==> config.mk <==
export PLATFORM = sky130hd
export DESIGN_NAME = rgb_cmd_responder
export DESIGN_NICKNAME = d
export VERILOG_FILES = /design/src/rtl/rgb_cmd_pkg.sv /design/src/rtl/rgb_pwm.sv /design/src/rtl/rgb_cmd_responder.sv
export SDC_FILE = /design/constraint.sdc
export NUM_CORES = 1
export LEC_CHECK = 0
export BUFFER_PORTS_ARGS = -buffer_cell sky130_fd_sc_hd__buf_2
export CORE_UTILIZATION = 60
export CTS_CLUSTER_DIAMETER = 50
export DETAILED_ROUTE_END_ITERATION = 10
export PLACE_DENSITY = 0.88
export RECOVER_POWER = 25
export REMOVE_ABC_BUFFERS = 1
export SETUP_SLACK_MARGIN = 0.5
export SYNTH_ARGS = -nofsm -noshare
export SYNTH_HDL_FRONTEND = slang
export SYNTH_SLANG_ARGS = --single-unit
export TNS_END_PERCENT = 5
==> constraint.sdc <==
create_clock -name clk_i -period 2.9 [get_ports clk_i]
set_input_delay 0.725 -clock clk_i [delete_from_list [all_inputs] [get_ports clk_i]]
set_output_delay 0.725 -clock clk_i [all_outputs]
set_load 0.01 [all_outputs]
==> src/rtl/rgb_cmd_pkg.sv <==
// Shared opcodes and state encoding for the RGB command responder.
package rgb_cmd_pkg;

  localparam logic [7:0] OP_LOAD = 8'h4C;
  localparam logic [7:0] OP_READ = 8'h52;
  localparam logic [7:0] OP_ACK  = 8'h4B;
  localparam logic [7:0] OP_NAK  = 8'h3F;

  localparam int unsigned RESP_MAX = 4;

  typedef enum logic [2:0] {
    IDLE,
    RX_R,
    RX_G,
    RX_B,
    TX
  } state_t;

endpackage

==> src/rtl/rgb_pwm.sv <==
// Free-running PWM counter with one registered comparator per colour channel.
module rgb_pwm #(
  parameter int unsigned PWM_BITS = 8
) (
  input  logic                     clk,
  input  logic                     rst,
  input  logic [2:0][PWM_BITS-1:0] duty,
  output logic [2:0]               led
);

  logic [PWM_BITS-1:0] cnt;

  always_ff @(posedge clk) begin
    if (rst) begin
      cnt <= '0;
      led <= '0;
    end else begin
      cnt <= cnt + PWM_BITS'(1);
      for (int n = 0; n < 3; n++) begin
        led[n] <= (cnt < duty[n]);
      end
    end
  end

endmodule

==> src/rtl/rgb_cmd_responder.sv <==
// Byte-stream command responder: 'L' r g b sets LED duties, 'R' reads them back,
// anything else is answered with '?'.
module rgb_cmd_responder
  import rgb_cmd_pkg::*;
#(
  parameter int unsigned PWM_BITS = 8,
  parameter int unsigned TIMEOUT  = 48000
) (
  input  logic       clk_i,
  input  logic       rst_i,
  input  logic [7:0] out_data_i,
  input  logic       out_valid_i,
  output logic       out_ready_o,
  output logic [7:0] in_data_o,
  output logic       in_valid_o,
  input  logic       in_ready_i,
  output logic [2:0] led_o
);

  localparam int unsigned TMO_W = $clog2(TIMEOUT + 1);

  state_t                      state_q, state_d;
  logic [1:0][7:0]             shadow_q, shadow_d;
  logic [2:0][7:0]             duty_q, duty_d;
  logic [RESP_MAX-1:0][7:0]    resp_q, resp_d;
  logic [1:0]                  last_q, last_d;
  logic [1:0]                  idx_q, idx_d;
  logic [TMO_W-1:0]            tmo_q, tmo_d;
  logic [7:0]                  data_d;
  logic                        in_valid_d, out_ready_d;
  logic                        out_acc, in_acc;
  logic [2:0][PWM_BITS-1:0]    pwm_duty;

  assign out_acc = out_valid_i && out_ready_o;
  assign in_acc  = in_valid_o && in_ready_i;

  // Duty byte occupies the top of the PWM word; narrower counters keep its MSBs.
  function automatic logic [PWM_BITS-1:0] scale(input logic [7:0] b);
    logic [PWM_BITS+7:0] wide;
    wide = {b, PWM_BITS'(0)};
    return wide[PWM_BITS+7 -: PWM_BITS];
  endfunction

  always_comb begin
    for (int n = 0; n < 3; n++) begin
      pwm_duty[n] = scale(duty_q[n]);
    end
  end

  always_comb begin
    state_d  = state_q;
    shadow_d = shadow_q;
    duty_d   = duty_q;
    resp_d   = resp_q;
    last_d   = last_q;
    idx_d    = idx_q;
    tmo_d    = tmo_q;
    data_d   = in_data_o;

    case (state_q)
      IDLE: begin
        if (out_acc) begin
          idx_d = 2'd0;
          if (out_data_i == OP_LOAD) begin
            state_d = RX_R;
            tmo_d   = '0;
          end else if (out_data_i == OP_READ) begin
            resp_d[0] = OP_READ;
            resp_d[1] = duty_q[0];
            resp_d[2] = duty_q[1];
            resp_d[3] = duty_q[2];
            last_d    = 2'd3;
            state_d   = TX;
          end else begin
            resp_d[0] = OP_NAK;
            last_d    = 2'd0;
            state_d   = TX;
          end
        end
      end
      RX_R, RX_G, RX_B: begin
        if (out_acc) begin
          tmo_d = '0;
          if (state_q == RX_R) begin
            shadow_d[0] = out_data_i;
            state_d     = RX_G;
          end else if (state_q == RX_G) begin
            shadow_d[1] = out_data_i;
            state_d     = RX_B;
          end else begin
            // All three duties switch together on the final byte.
            duty_d[0] = shadow_q[0];
            duty_d[1] = shadow_q[1];
            duty_d[2] = out_data_i;
            resp_d[0] = OP_ACK;
            last_d    = 2'd0;
            idx_d     = 2'd0;
            state_d   = TX;
          end
        end else if (tmo_q == TMO_W'(TIMEOUT - 1)) begin
          tmo_d   = '0;
          state_d = IDLE;
        end else begin
          tmo_d = tmo_q + TMO_W'(1);
        end
      end
      TX: begin
        if (in_acc) begin
          if (idx_q == last_q) begin
            state_d = IDLE;
          end else begin
            idx_d = idx_q + 2'd1;
          end
        end
      end
      default: state_d = IDLE;
    endcase

    in_valid_d  = (state_d == TX);
    out_ready_d = (state_d != TX);
    if (state_d == TX) begin
      data_d = resp_d[idx_d];
    end
  end

  always_ff @(posedge clk_i) begin
    if (rst_i) begin
      state_q     <= IDLE;
      shadow_q    <= '0;
      duty_q      <= '0;
      resp_q      <= '0;
      last_q      <= '0;
      idx_q       <= '0;
      tmo_q       <= '0;
      in_data_o   <= '0;
      in_valid_o  <= 1'b0;
      out_ready_o <= 1'b0;
    end else begin
      state_q     <= state_d;
      shadow_q    <= shadow_d;
      duty_q      <= duty_d;
      resp_q      <= resp_d;
      last_q      <= last_d;
      idx_q       <= idx_d;
      tmo_q       <= tmo_d;
      in_data_o   <= data_d;
      in_valid_o  <= in_valid_d;
      out_ready_o <= out_ready_d;
    end
  end

  rgb_pwm #(
    .PWM_BITS(PWM_BITS)
  ) u_pwm (
    .clk  (clk_i),
    .rst  (rst_i),
    .duty (pwm_duty),
    .led  (led_o)
  );

endmodule

==> out/metrics.yaml, run 1 <==
timing:
  setup_tns_ns: 0
  slew_headroom_pct: 7.25
  worst_pin_slew_ns: 1.39
  final-setup-viol-count: 0
  post-route-period-util_pct: 88.0
  min_period_ns: 2.55
  skew_ns: 0.00759
  maxSlewViolCount: 0
  clock.fmax_mhz: 392
  rsz0062_at_grt: "true"
  finalHoldViolCount: 0
worst_setup_path:
  critPathMaxStageDelay_ns: 0.71
  path_cells: "buf_2 -> nor4b_4 -> a211oi_4 -> a211oi_1 -> or3_4 -> nor2_1 -> a221o_1"
  r2r_setup_slack_ns: 0.42
  cp_slowest_cell: "a211oi_1"
  start_kind: "primary input"
  endpoint_kind: "flop"
  worstPathRequired_ns: 3.31
  cp_max_fo: 7
  path_class: "in2reg"
  cp.buffers_inverters: 1
  cp_top_family: "compound AO/OA/AOI/OAI gates"
  worst_ep_arrival_time_ns: 2.96
synth:
  synth.cell_area_um2: 5270
  yosys.area_share.simple_pct: 23.9
  synth_fa_ha_area_share_pct: 5.47
  syn-instance-count: 615
  synth-edff-count: 0
  synthXorXnorAreaFrac_pct: 3.33
  synth_top_family_by_area: "simple AND/OR/NAND/NOR gates"
  synthMuxAreaShare_pct: 4.87
  synthFlopType: "dfxtp_1"
  yosys_register_bits: 115
  async_reset_ff_share_pct: 0
  avgSynthCellArea_um2: 8.56
  synth_compound_area_share_pct: 13.9
  seq_area_frac_synth_pct: 43.7
  synth_warnings: 0
  netlist-cell-type-count: 61
global_route:
  grt_max_degree: 72
  overflow: 0
  grt_pass1_vias: 4175
  antenna_found_initial: 0
  grtUsageTotal_pct: 30.3
  grt_pass1_wl_mm: 20.6
die:
  die_area_um2: 9150
  coreArea_um2: 8340
  die_h_um: 95.7
  rows: 33
  start_util_pct: 63.1
  die_w_um: 95.7
  pin_count: 25
finish:
  syn2layout_area_growth_pct: 13.7
  final-seq-area_um2: 2300
  fin_util_pct: 71.8
  layout.cells.non_filler: 754
  antenna_cells: 0
  fill_cells: 589
  fin_area_um2: 5980
  nets: 671
  multi_input_area_um2: 2710
  drive_gt1_share_pct: 12.2
detailed_routing:
  drtPass1Iterations: 5
  drc: 0
  drt-total-wl_mm: 13.0
  via_per_inst: 5.99
  dr_total_vias: 4514
  routedWlPerCell_um: 17.3
  drt_iter0_drc: 356
  drtAntennaViolNets: 0
power:
  p_comb_share_pct: 4.9
  leakage_nw: 2.19
  p_seq_share_pct: 42.4
  power_mw: 3.83
  p_sw_share_pct: 23.6
  p_sw_mw: 0.905
  p_int_mw: 2.93
  irDropWorstVdd_mv: 0.421
  pwr-share-clk_pct: 52.7
  p_per_area_nw_per_um2: 641
placed_design:
  dp.cells: 722
  detailedPlacementHpwl_mm: 8.23
  post_dp_cell_area_um2: 5420
  gp_congestion: 0.900
  io_buffers: 24
clocking:
  ctsHtreeMaxLevel: 4
  path_clk_slew_ns: 0.06
  cts_tree: "done"
  cts_buffer_depth: 2
  clock-root-buffer: "clkbuf_8"
  postCtsHoldBufs: 0
  clock_latency_ns: 0.52
  clkSinkCount: 115
  cts_buffers: 17
hold_path:
  hp-class: "reg2reg"
run_status:
  outcome: "completed"
flow_run:
  max-cap-violations: 0
layout make-up:
cell class                      count  area share (%)
Inverter                           22            1.38
Multi-Input combinational cell    446            45.3
Clock inverter                     14            2.53
Sequential cell                   115            38.5
Clock buffer                       18            7.15
Timing Repair Buffer               34            3.01
Tap cell                          105            2.20
power groups by stage:
stage / Clock [mW] / Combinational, mW / Sequential [mW]
global route: 2.10 / 0.203 / 1.63
CTS: 2.03 / 0.188 / 1.63
floorplan: 0 / 0.103 / 1.66
global placement: 0 / 0.180 / 1.66
finish: 2.02 / 0.186 / 1.63
detailed placement: 0 / 0.184 / 1.66
final timing paths:
| kind | startpoint | to | cells past startpoint |
|---|---|---|---|
| worst min-delay path | shadow_q[9] | duty_q[9] | 2 |
| worst min register to register | shadow_q[9] | duty_q[9] | 2 |
| worst max register to register | state_q[2] | in_data_o[0] | 6 |
| worst max-delay path | out_data_i[0] | in_data_o[0] | 7 |
metrics by stage:
| stage | hold WS [ns] | setup WS [ns] |
|---|---|---|
| CTS | 0.451 | 0.586 |
| finish | 0.448 | 0.348 |
| detailed placement | 0.442 | 0.211 |
| floorplan | 0.414 | 0.115 |
| global route | 0.464 | 0.302 |
| global placement | 0.425 | 0.306 |
layer usage:
metal | share of wire [%] | routed length (µm) | GRT usage [%]
met5 | 0 | 0 | 0
met3 | 7.4 | 971 | 7.58
met1 | 41 | 5310 | 36.4
met2 | 48 | 6270 | 50.1
met4 | 3.7 | 483 | 15.5
worst reg2reg max path: stages (launching register included):
cell and delay [ns]:
dfxtp_1 0.50, and3b_1 0.31, and3_1 0.25, a211oi_1 0.64, or3_4 0.28, nor2_1 0.05
a221o_1 0.34
synth_stat cells, types with 4 or more instances:
library cell / n / area (µm²)
nand4_1: 5 / 31.3
xnor2_1: 9 / 78.8
o211ai_1: 5 / 37.5
inv_1: 22 / 82.6
mux2i_1: 20 / 200
and2_1: 6 / 37.5
nand2b_1: 6 / 37.5
ha_1: 23 / 288
xor2_1: 11 / 96.3
buf_2: 7 / 35.0
and3_1: 7 / 43.8
buf_6: 4 / 45.0
nand2_1: 120 / 450
nor3_1: 8 / 40.0
clkbuf_1: 15 / 56.3
nor2_1: 69 / 259
a21o_1: 7 / 52.6
nand3_1: 13 / 65.1
dfxtp_1: 115 / 2300
a21oi_1: 59 / 295
nor4_1: 5 / 31.3
o21ai_0: 14 / 70.1
a211o_1: 4 / 35.0
flip-flops by register name, summed over array words and instances, names as in the netlist:
signal / flops
u_pwm.led: 3
in_data_o: 8
shadow_q: 16
u_pwm.cnt: 8
in_valid_o: 1
state_q: 3
tmo_q: 16
idx_q: 2
resp_q: 32
out_ready_o: 1
duty_q: 24
last_q: 1
placed cells by master, fill, tap and decap left out, types with 9 or more instances in the layout:
master     instances
nor2_1            69
o21ai_0           14
xor2_1            11
ha_1              23
clkbuf_1          10
mux2i_1           20
nand3_1           13
clkbuf_16         16
a21oi_1           59
buf_2             14
buf_4              9
xnor2_1            9
dfxtp_1          115
nand2_1          120
inv_1             22
kinds of logic after synthesis:
family / count (synthesis)
AOI/OAI and AO/OA: 115
and+or+nand+nor: 263
buffers and inverters: 54
xor gates and xnor gates: 20
muxes: 25
adders and majority gates: 23
DFF: 115
repair_timing:
item	in CTS	in global routing
resized for setup	1	1
setup endpoints to repair	1	6
buffers inserted	0	0
Note: power is estimated with default switching activity, not from simulation.
==> run 2, diff against run 1 <==
==> constraint.sdc (replaced) <==
create_clock -name clk_i -period 2.8 [get_ports clk_i]
set_input_delay 0.7 -clock clk_i [delete_from_list [all_inputs] [get_ports clk_i]]
set_output_delay 0.7 -clock clk_i [all_outputs]
set_load 0.01 [all_outputs]
==> run 2 against run 1 <==
Compared with the run above: die area is the same; cell count grew 0.27%; global-route usage grew 0.27 points; via count shrank 0.13%; the flow now finishes with violations (capacitance limit, slew limit); critical path depth is the same; combinational power grew 3%; sequential share of layout area shrank 0.064 points; non-clock buffer count grew 2.
==> out/metrics.yaml, run 2 (synthesis results as in run 1) <==
detailed_routing:
  dr_total_vias: 4508
  routedWlPerCell_um: 16.9
  drt-total-wl_mm: 12.8
  drtAntennaViolNets: 0
  drtPass1Iterations: 9
  via_per_inst: 5.96
  drt_iter0_drc: 388
  drc: 0
power:
  p_sw_share_pct: 24.5
  leakage_nw: 2.20
  pwr-share-clk_pct: 52.3
  p_comb_share_pct: 4.9
  p_int_mw: 2.97
  p_seq_share_pct: 42.8
  p_sw_mw: 0.963
  irDropWorstVdd_mv: 0.506
  p_per_area_nw_per_um2: 656
  power_mw: 3.93
clocking:
  path_clk_slew_ns: 0.06
  cts_tree: "done"
  cts_buffers: 17
  clock-root-buffer: "clkbuf_8"
  ctsHtreeMaxLevel: 4
  cts_setup_buffers: 0
  clkSinkCount: 115
  cts_buffer_depth: 2
  clock_latency_ns: 0.53
finish:
  reg_top3: "resp_q x32, duty_q x24"
  fin_area_um2: 5990
  antenna_cells: 0
  largest-register: "resp_q"
  fill_cells: 575
  syn2layout_area_growth_pct: 13.9
  drive_gt1_share_pct: 12.4
  fin_util_pct: 71.9
  final_common_cell: "nand2_1"
  layout_common_cells: "nand2_1 (120), dfxtp_1 (115), nor2_1 (69), a21oi_1 (59), ha_1 (23)"
  largest_reg_flops: 32
  nets: 673
timing:
  post-route-period-util_pct: 87.1
  finalWorstSetupSlack_ns: 0.362
  maxSlewViolCount: 85
  skew_ns: 0.00627
  final-setup-viol-count: 0
  min_period_ns: 2.44
  worst_pin_slew_ns: 1.63
  slew_headroom_pct: -8.74
  rsz0062_at_grt: "true"
  setup_tns_ns: 0
  clock.fmax_mhz: 410
  finalHoldViolCount: 0
global_route:
  grt_pass1_vias: 4291
  antenna_found_initial: 0
  overflow: 0
  grt_max_degree: 85
  grtUsageTotal_pct: 30.6
  grt_pass1_wl_mm: 20.8
worst_setup_path:
  path_class: "in2reg"
  worst_ep_arrival_time_ns: 2.86
  worstPathRequired_ns: 3.22
  start_kind: "primary input"
  endpoint_kind: "flop"
  cp_max_fo: 7
placed_design:
  detailedPlacementHpwl_mm: 8.32
  gp_congestion: 0.904
  post_dp_cell_area_um2: 5450
  pre_cts_ws_ns: 0.210
  io_buffers: 24
run_status:
  violations: "capacitance limit, slew limit"
  outcome: "finished with violations"
die:
  start_util_pct: 63.1
  pin_count: 25
  coreArea_um2: 8340
  die_h_um: 95.7
  die_area_um2: 9150
  rows: 33
  die_w_um: 95.7
flow_run:
  max-cap-violations: 1
hold_path:
  hp-class: "in2reg"
## run 2: changes by cell type in the layout (fill, tap and decap cells not counted), sizes merged
cell / previous run / this run
buf: 23 / 25
clkinvlp: 5 / 7
inv: 27 / 25
bufinv: 2 / 1
clkbuf: 29 / 30
## run 2: layer usage
| layer | part of all wire [%] | global-route usage [%] |
|---|---|---|
| met5 | 0 | 0 |
| met4 | 3.0 | 15.2 |
| met3 | 8.2 | 9.97 |
| met2 | 48 | 48.8 |
| met1 | 41 | 36.9 |
## run 2: final timing paths
| kind | start | endpoint | slack (ns) | cells after the start |
|---|---|---|---|---|
| max | out_data_i[0] | in_data_o[0] | 0.36 | 7 |
| min | out_data_i[1] | duty_q[17] | 0.45 | 3 |
| max reg2reg | state_q[2] | in_data_o[0] | 0.39 | 6 |
| min reg2reg | shadow_q[1] | duty_q[1] | 0.46 | 2 |
## run 2: worst max-delay path: stages
cell	delay [ns]
buf_2	0.14
nor4b_4	0.54
a211oi_4	0.16
a211oi_1	0.66
or3_4	0.28
nor2_1	0.05
a221o_1	0.32
## run 2: what timing repair did
item	CTS	global route
gates resized for setup	0	1
hold endpoints to repair	0	0
hold buffers	0	0
setup endpoints to repair	0	5
## run 2: final cells by class
type	count	area, µm²	share of cell area [%]
Clock buffer	19	442	7.37
Clock inverter	13	126	2.11
Inverter	22	82.6	1.38
Multi-Input combinational cell	446	2700	45.1
Sequential cell	115	2300	38.4
Tap cell	105	131	2.19
Timing Repair Buffer	36	208	3.46
## run 2: stage by stage
step	hold slack, ns	cells
5_1_grt	0.460	756
6_report	0.450	756
2_1_floorplan	0.414	583
4_1_cts	0.440	756
3_3_place_gp	0.439	724
3_5_place_dp	0.445	724
## run 2: power groups by stage
stage | clock, mW | sequential [mW] | combinational [mW]
after floorplan | 0 | 1.72 | 0.107
after global placement | 0 | 1.72 | 0.185
after detailed placement | 0 | 1.72 | 0.192
after CTS | 2.06 | 1.68 | 0.194
after global routing | 2.14 | 1.69 | 0.210
final | 2.06 | 1.68 | 0.191
